## config.mk

```make
export PLATFORM = sky130hd
export DESIGN_NAME = regfile_write_arbiter_flat
export DESIGN_NICKNAME = d
export VERILOG_FILES = /design/src/rtl/regfile_write_arbiter_if.sv /design/src/rtl/regfile_write_arbiter.sv /design/src/flat_wrapper.sv
export SDC_FILE = /design/constraint.sdc
export NUM_CORES = 1
export LEC_CHECK = 0
export ABC_AREA = 1
export CELL_PAD_IN_SITES_DETAIL_PLACEMENT = 2
export CELL_PAD_IN_SITES_GLOBAL_PLACEMENT = 2
export CORE_ASPECT_RATIO = 2
export CORE_MARGIN = 2
export CORE_UTILIZATION = 20
export DETAILED_ROUTE_END_ITERATION = 10
export GPL_ROUTABILITY_DRIVEN = 0
export PLACE_DENSITY_LB_ADDON = 0.1
export SKIP_CTS_REPAIR_TIMING = 1
export SLEW_MARGIN = 20
export SYNTH_ARGS = -nofsm -noshare
export SYNTH_HDL_FRONTEND = slang
export SYNTH_SLANG_ARGS = --single-unit
```

## constraint.sdc

```tcl
create_clock -name clock -period 2 [get_ports clock]
set_clock_uncertainty 0.15 [all_clocks]
set_input_delay 0.4 -clock clock [delete_from_list [all_inputs] [get_ports clock]]
set_output_delay 0.4 -clock clock [all_outputs]
set_load 0.02 [all_outputs]
```

## src/rtl/regfile_write_arbiter_if.sv

```systemverilog
// Bundle of writeback request handshakes and register-file write-port outputs
// shared between the writeback requesters, the arbiter and the register file.
interface regfile_write_arbiter_if #(
    parameter int REG_DATA_WIDTH = 32,
    parameter int REG_SEL_BITS   = 5
);
    logic                      req0_valid;
    logic [REG_SEL_BITS-1:0]   req0_sel;
    logic [REG_DATA_WIDTH-1:0] req0_data;
    logic                      req0_ready;
    logic                      req1_valid;
    logic [REG_SEL_BITS-1:0]   req1_sel;
    logic [REG_DATA_WIDTH-1:0] req1_data;
    logic                      req1_ready;
    logic                      wEn;
    logic [REG_SEL_BITS-1:0]   write_sel;
    logic [REG_DATA_WIDTH-1:0] write_data;
    logic                      init_done;

    // Requester/observer side: drives requests, sees readies and the write port
    modport master (
        output req0_valid, req0_sel, req0_data,
        input  req0_ready,
        output req1_valid, req1_sel, req1_data,
        input  req1_ready,
        input  wEn, write_sel, write_data, init_done
    );

    // Arbiter side: takes requests, returns readies and drives the write port
    modport slave (
        input  req0_valid, req0_sel, req0_data,
        output req0_ready,
        input  req1_valid, req1_sel, req1_data,
        output req1_ready,
        output wEn, write_sel, write_data, init_done
    );
endinterface

```

## src/rtl/regfile_write_arbiter.sv

```systemverilog
// Register-file write-port owner. Round-robin arbitration between ALU
// writeback (req0) and load writeback (req1), one write per cycle, with an
// optional post-reset sweep that zeroes entries 1..2^REG_SEL_BITS-1.
module regfile_write_arbiter #(
    parameter int REG_DATA_WIDTH = 32,
    parameter int REG_SEL_BITS   = 5,
    parameter bit CLEAR_ON_RESET = 1'b1
) (
    input  logic                    clock,
    input  logic                    reset,
    regfile_write_arbiter_if.slave  bus
);

    typedef enum logic [0:0] {
        ST_INIT = 1'b0,
        ST_RUN  = 1'b1
    } state_t;

    localparam logic [REG_SEL_BITS-1:0]   SEL_ZERO  = {REG_SEL_BITS{1'b0}};
    localparam logic [REG_SEL_BITS-1:0]   SEL_ONE   = {{(REG_SEL_BITS-1){1'b0}}, 1'b1};
    localparam logic [REG_SEL_BITS-1:0]   SEL_LAST  = {REG_SEL_BITS{1'b1}};
    localparam logic [REG_DATA_WIDTH-1:0] DATA_ZERO = {REG_DATA_WIDTH{1'b0}};

    state_t                    r_state;
    state_t                    w_state_nxt;
    logic [REG_SEL_BITS-1:0]   r_ptr;
    logic [REG_SEL_BITS-1:0]   w_ptr_nxt;
    logic                      r_prio;        // 0: req0 wins a tie, 1: req1 wins
    logic                      w_prio_nxt;
    logic                      r_wen;
    logic                      w_wen_nxt;
    logic [REG_SEL_BITS-1:0]   r_sel;
    logic [REG_SEL_BITS-1:0]   w_sel_nxt;
    logic [REG_DATA_WIDTH-1:0] r_data;
    logic [REG_DATA_WIDTH-1:0] w_data_nxt;
    logic                      r_init_done;
    logic                      w_init_done_nxt;
    logic                      w_grant0;
    logic                      w_grant1;

    // Combinational grant: a lone requester wins, a tie goes to the priority bit
    always_comb begin
        w_grant0 = 1'b0;
        w_grant1 = 1'b0;
        if (bus.req0_valid && bus.req1_valid) begin
            if (r_prio) begin
                w_grant1 = 1'b1;
            end else begin
                w_grant0 = 1'b1;
            end
        end else begin
            w_grant0 = bus.req0_valid;
            w_grant1 = bus.req1_valid;
        end
    end

    // Readies are gated by init_done so nothing is accepted during the sweep
    assign bus.req0_ready = r_init_done & w_grant0;
    assign bus.req1_ready = r_init_done & w_grant1;

    // Next-state and next write-port values for the sweep and run phases
    always_comb begin
        w_state_nxt     = r_state;
        w_ptr_nxt       = r_ptr;
        w_prio_nxt      = r_prio;
        w_wen_nxt       = 1'b0;
        w_sel_nxt       = r_sel;
        w_data_nxt      = r_data;
        w_init_done_nxt = r_init_done;
        case (r_state)
            ST_INIT: begin
                if (CLEAR_ON_RESET) begin
                    // Entry 0 is hard-wired zero, so the sweep starts at 1
                    w_wen_nxt  = 1'b1;
                    w_sel_nxt  = r_ptr;
                    w_data_nxt = DATA_ZERO;
                    w_ptr_nxt  = r_ptr + SEL_ONE;
                    if (r_ptr == SEL_LAST) begin
                        w_state_nxt     = ST_RUN;
                        w_init_done_nxt = 1'b1;
                    end else begin
                        w_state_nxt     = ST_INIT;
                    end
                end else begin
                    w_state_nxt     = ST_RUN;
                    w_init_done_nxt = 1'b1;
                end
            end
            ST_RUN: begin
                // Writes to entry 0 are accepted but never reach the file
                if (bus.req0_ready) begin
                    w_wen_nxt  = (bus.req0_sel != SEL_ZERO);
                    w_sel_nxt  = bus.req0_sel;
                    w_data_nxt = bus.req0_data;
                    w_prio_nxt = 1'b1;
                end else if (bus.req1_ready) begin
                    w_wen_nxt  = (bus.req1_sel != SEL_ZERO);
                    w_sel_nxt  = bus.req1_sel;
                    w_data_nxt = bus.req1_data;
                    w_prio_nxt = 1'b0;
                end else begin
                    w_wen_nxt  = 1'b0;
                end
            end
            default: begin
                w_state_nxt     = ST_INIT;
                w_ptr_nxt       = SEL_ONE;
                w_init_done_nxt = 1'b0;
            end
        endcase
    end

    // State and output registers with synchronous active-low reset
    always_ff @(posedge clock) begin
        if (!reset) begin
            r_state     <= ST_INIT;
            r_ptr       <= SEL_ONE;
            r_prio      <= 1'b0;
            r_wen       <= 1'b0;
            r_sel       <= SEL_ZERO;
            r_data      <= DATA_ZERO;
            r_init_done <= 1'b0;
        end else begin
            r_state     <= w_state_nxt;
            r_ptr       <= w_ptr_nxt;
            r_prio      <= w_prio_nxt;
            r_wen       <= w_wen_nxt;
            r_sel       <= w_sel_nxt;
            r_data      <= w_data_nxt;
            r_init_done <= w_init_done_nxt;
        end
    end

    assign bus.wEn        = r_wen;
    assign bus.write_sel  = r_sel;
    assign bus.write_data = r_data;
    assign bus.init_done  = r_init_done;

endmodule

```

## src/flat_wrapper.sv

```systemverilog
// flat-port wrapper written by rule: the top's interface ports become plain ports
module regfile_write_arbiter_flat 
#(
    parameter int REG_DATA_WIDTH = 32,
    parameter int REG_SEL_BITS   = 5,
    parameter bit CLEAR_ON_RESET = 1'b1
)
  (clock, reset, bus_req0_valid, bus_req0_sel, bus_req0_data, bus_req0_ready, bus_req1_valid, bus_req1_sel, bus_req1_data, bus_req1_ready, bus_wEn, bus_write_sel, bus_write_data, bus_init_done);
  regfile_write_arbiter_if #(.REG_DATA_WIDTH(REG_DATA_WIDTH), .REG_SEL_BITS(REG_SEL_BITS)) bus_i ();
  input  logic clock;
  input  logic reset;
  input wire logic [$bits(bus_i.req0_valid)-1:0] bus_req0_valid;
  input wire logic [$bits(bus_i.req0_sel)-1:0] bus_req0_sel;
  input wire logic [$bits(bus_i.req0_data)-1:0] bus_req0_data;
  output wire logic [$bits(bus_i.req0_ready)-1:0] bus_req0_ready;
  input wire logic [$bits(bus_i.req1_valid)-1:0] bus_req1_valid;
  input wire logic [$bits(bus_i.req1_sel)-1:0] bus_req1_sel;
  input wire logic [$bits(bus_i.req1_data)-1:0] bus_req1_data;
  output wire logic [$bits(bus_i.req1_ready)-1:0] bus_req1_ready;
  output wire logic [$bits(bus_i.wEn)-1:0] bus_wEn;
  output wire logic [$bits(bus_i.write_sel)-1:0] bus_write_sel;
  output wire logic [$bits(bus_i.write_data)-1:0] bus_write_data;
  output wire logic [$bits(bus_i.init_done)-1:0] bus_init_done;
  assign bus_i.req0_valid = bus_req0_valid;
  assign bus_i.req0_sel = bus_req0_sel;
  assign bus_i.req0_data = bus_req0_data;
  assign bus_req0_ready = bus_i.req0_ready;
  assign bus_i.req1_valid = bus_req1_valid;
  assign bus_i.req1_sel = bus_req1_sel;
  assign bus_i.req1_data = bus_req1_data;
  assign bus_req1_ready = bus_i.req1_ready;
  assign bus_wEn = bus_i.wEn;
  assign bus_write_sel = bus_i.write_sel;
  assign bus_write_data = bus_i.write_data;
  assign bus_init_done = bus_i.init_done;
  regfile_write_arbiter #(.REG_DATA_WIDTH(REG_DATA_WIDTH), .REG_SEL_BITS(REG_SEL_BITS), .CLEAR_ON_RESET(CLEAR_ON_RESET)) u_core (.clock(clock), .reset(reset), .bus(bus_i));
endmodule
```

==> impl_metrics.json <==
{
  "synth-main-ff-cell": "sky130_fd_sc_hd__dfxtp_1",
  "htree_levels": 2,
  "min_to": "u_core.r_ptr[3]",
  "clk-insertion-delay-late_ps": 280,
  "floorplan.rows": 56,
  "hp-start": "u_core.r_ptr[3]",
  "worstPathRequired_ps": 1450,
  "vias_in_the_first_global_route": 3048,
  "globalRouteOverflowTotal": 0,
  "boundaryPins": 119,
  "worstSetupStartpointType": "input pin",
  "syn_std_cell_area_um2": 2420,
  "num-nets-final": 560,
  "final_critical_delay_including_setup_and_external_delays_ps": 1938,
  "synth-edff-count": 0,
  "hold_violations_final": 0,
  "slew_violations": 0,
  "mean_routed_wirelength_per_cell_um": 15.94,
  "dieArea_um2": 13050,
  "worstHoldPathType": "flip-flop to flip-flop",
  "final-setup-viol-count": 0,
  "timing.final.ws_setup_ps": 62.13,
  "drv_cap": 0,
  "end_kind": "output pin",
  "dpl_worst_slack_ps": -461.1,
  "first_drt_pass_iteration_count": 4,
  "area.growth.synth_to_final_pct": 64.43,
  "synth.area.top_cells": "sky130_fd_sc_hd__dfxtp_1 38%, sky130_fd_sc_hd__nand2_1 13%, sky130_fd_sc_hd__nand3b_1 11%",
  "rr_endpoint": "u_core.r_ptr[4]",
  "cellPowerDensity_nw_per_um2": 519.0,
  "die_width_um": 81.78,
  "worst_ep_arrival_time_ps": 1390,
  "clock_sink_count": 46,
  "final_layout_size_suffix_gt1_share_pct": 7.277,
  "tritoncts": "built",
  "post-route-drc-count": 0,
  "worst_slew_pin_slew_ps": 450.5,
  "dp_hpwl_um": 7542,
  "synth-seq-area-share_pct": 38.06,
  "grt_util_all_layers_pct": 16.00,
  "yosys.area.top_type_share_pct": 38.06,
  "detail_route.wirelength_um": 9981,
  "yosys_warnings": 0,
  "synth_cells": 358,
  "cts_made_buffers": 5,
  "netlist_top_cells_count": "82 x sky130_fd_sc_hd__nand2_1, 50 x sky130_fd_sc_hd__inv_1, 46 x sky130_fd_sc_hd__dfxtp_1",
  "num_antenna_cells": 0,
  "num-fill-cells": 1422,
  "reg_to_reg_setup_timing_slack_ps": 400,
  "worstSetupPathType": "input pin to output pin",
  "yosysMostFrequentCell": "sky130_fd_sc_hd__nand2_1",
  "timing.max_slew.rel_slack_pct": 69.97,
  "final_antenna_net_count": 0,
  "worst_hold_path.num_cells": 1,
  "synth_cell_type_count": 20,
  "clock_tree.buffer_depth": 2,
  "clockRootBuffer": "sky130_fd_sc_hd__clkbuf_16",
  "detailroute.via_count": 2823,
  "ys_seq_elements": 46,
  "postSynth.asyncResetShare_pct": 0,
  "ir_drop_mv": 0.2906,
  "clk_transition_reported_paths_ps": 60,
  "post_synth.cell_area_avg_um2": 6.759,
  "io_buffer_count": 118,
  "layout_worst_path_cycle_share_pct": 96.89,
  "initial_core_util_pct": 20.56,
  "grt_max_degree": 38,
  "syn_nets": 438,
  "max_freq_mhz": 516.0,
  "drt_iter0_markers": 49,
  "grt_first_pass_wirelength_um": 15800,
  "placeableCoreArea_um2": 11770,
  "die-height_um": 159.6,
  "unrepaired_setup_endpoints_after_global_routing": "yes",
  "yosysTopAreaCell": "sky130_fd_sc_hd__dfxtp_1",
  "crit_fanout": 2,
  "static-leakage-power_nw": 1.607,
  "crit-reg2reg-launch": "u_core.r_ptr[0]",
  "avgViaCountPerCell": 4.510,
  "status": "complete, no violations",
  "number_of_antenna_violations_at_the_first_check_in_global_routing": 0,
  "final_core_util_pct": 33.80,
  "rr_worst_depth": 6
}
-- cells by family after synthesis --
kind of cell / count (synthesis) / synth area share [%]
DFF: 46 / 38.06
and+or+nand+nor: 188 / 37.44
adders and majority gates: 2 / 1.034
AOI/OAI and AO/OA: 47 / 9.721
buffers and inverters: 75 / 13.75
-- where the power goes --
group / total [mW] / leakage, nW / internal [mW] / switching [mW]
clock network: 0.849 / 0.0739 / 0.496 / 0.353
registers: 0.938 / 0.372 / 0.929 / 0.00862
logic: 0.278 / 1.16 / 0.184 / 0.0939
total: 2.07 / 1.61 / 1.61 / 0.455
-- layer usage --
| metal | vias up | part of all wire (%) | global-route usage (%) |
|---|---|---|---|
| li1 | 1374 | - | - |
| met1 | 1379 | 34 | 15.48 |
| met2 | 62 | 61 | 32.52 |
| met3 | 8 | 3.7 | 2.381 |
| met4 | 0 | 1.3 | 4.394 |
| met5 | - | 0 | 0 |
-- through the flow --
stage | hold slack, ps | TNS, ps | cell area (µm²) | total power [mW] | std cells
4_1_cts | 304.8 | -771.6 | 3978 | 2.118 | 626
2_1_floorplan | 271.7 | 0 | 2420 | 1.045 | 358
3_3_place_gp | 288.5 | -1467 | 3830 | 1.234 | 618
3_5_place_dp | 296.6 | -3437 | 3830 | 1.242 | 618
6_report | 299.2 | 0 | 3979 | 2.065 | 626
5_1_grt | 335.6 | -3.923 | 3979 | 2.177 | 626
-- worst max path at each step --
| stage | startpoint | slack [ps] | cells past startpoint | end |
|---|---|---|---|---|
| after global placement | bus_req1_valid | -390 | 4 | bus_req1_ready |
| after detailed placement | bus_req1_valid | -460 | 4 | bus_req1_ready |
| final | bus_req0_valid | 60 | 6 | bus_req0_ready |
| after global routing | bus_req0_valid | -4 | 6 | bus_req0_ready |
| after floorplan | u_core.bus.init_done | 440 | 2 | bus_req1_ready |
| after CTS | bus_req1_valid | -460 | 4 | bus_req1_ready |
-- worst max-delay path, stage by stage --
cell and delay, ps:
sky130_fd_sc_hd__clkdlybuf4s50_1 510, sky130_fd_sc_hd__nand2_2 100, sky130_fd_sc_hd__clkinv_4 60, sky130_fd_sc_hd__nand2_2 50, sky130_fd_sc_hd__inv_2 50, sky130_fd_sc_hd__dlymetal6s2s_1 210
-- cells in the final DEF (no fill, tap or decap), drive strengths merged --
cell type	Yosys	routed
dlymetal6s2s	0	1
nand2	85	85
buf	14	18
inv	53	53
nand3b	35	35
nor3	3	3
clkbuf	7	8
ha	2	2
a21oi	42	42
nand4	1	1
nor2	24	24
dfxtp	46	46
nand3	40	40
clkinv	1	2
o21ai	5	5
clkdlybuf4s50	0	116
-- sequential cells by signal, summed over array words and instances, names as in the netlist --
register               flops
u_core.bus.write_data     32
u_core.bus.write_sel       5
u_core.r_ptr               5
u_core.bus.init_done       1
u_core.bus.wEn             1
u_core.r_prio              1
u_core.r_state             1
-- final cells by class --
class                   instances  area [µm²]  share of cell area (%)
clock buffers                   7       142.6                   3.585
clock inverters                 1       5.005                  0.1258
inverters                      54       207.7                   5.220
multi-input cells             237        1170                   29.40
flip-flops and latches         46       920.9                   23.14
well taps                     145       181.4                   4.560
repair buffers                136        1351                   33.96
Power figures use the tool's default switching activity.
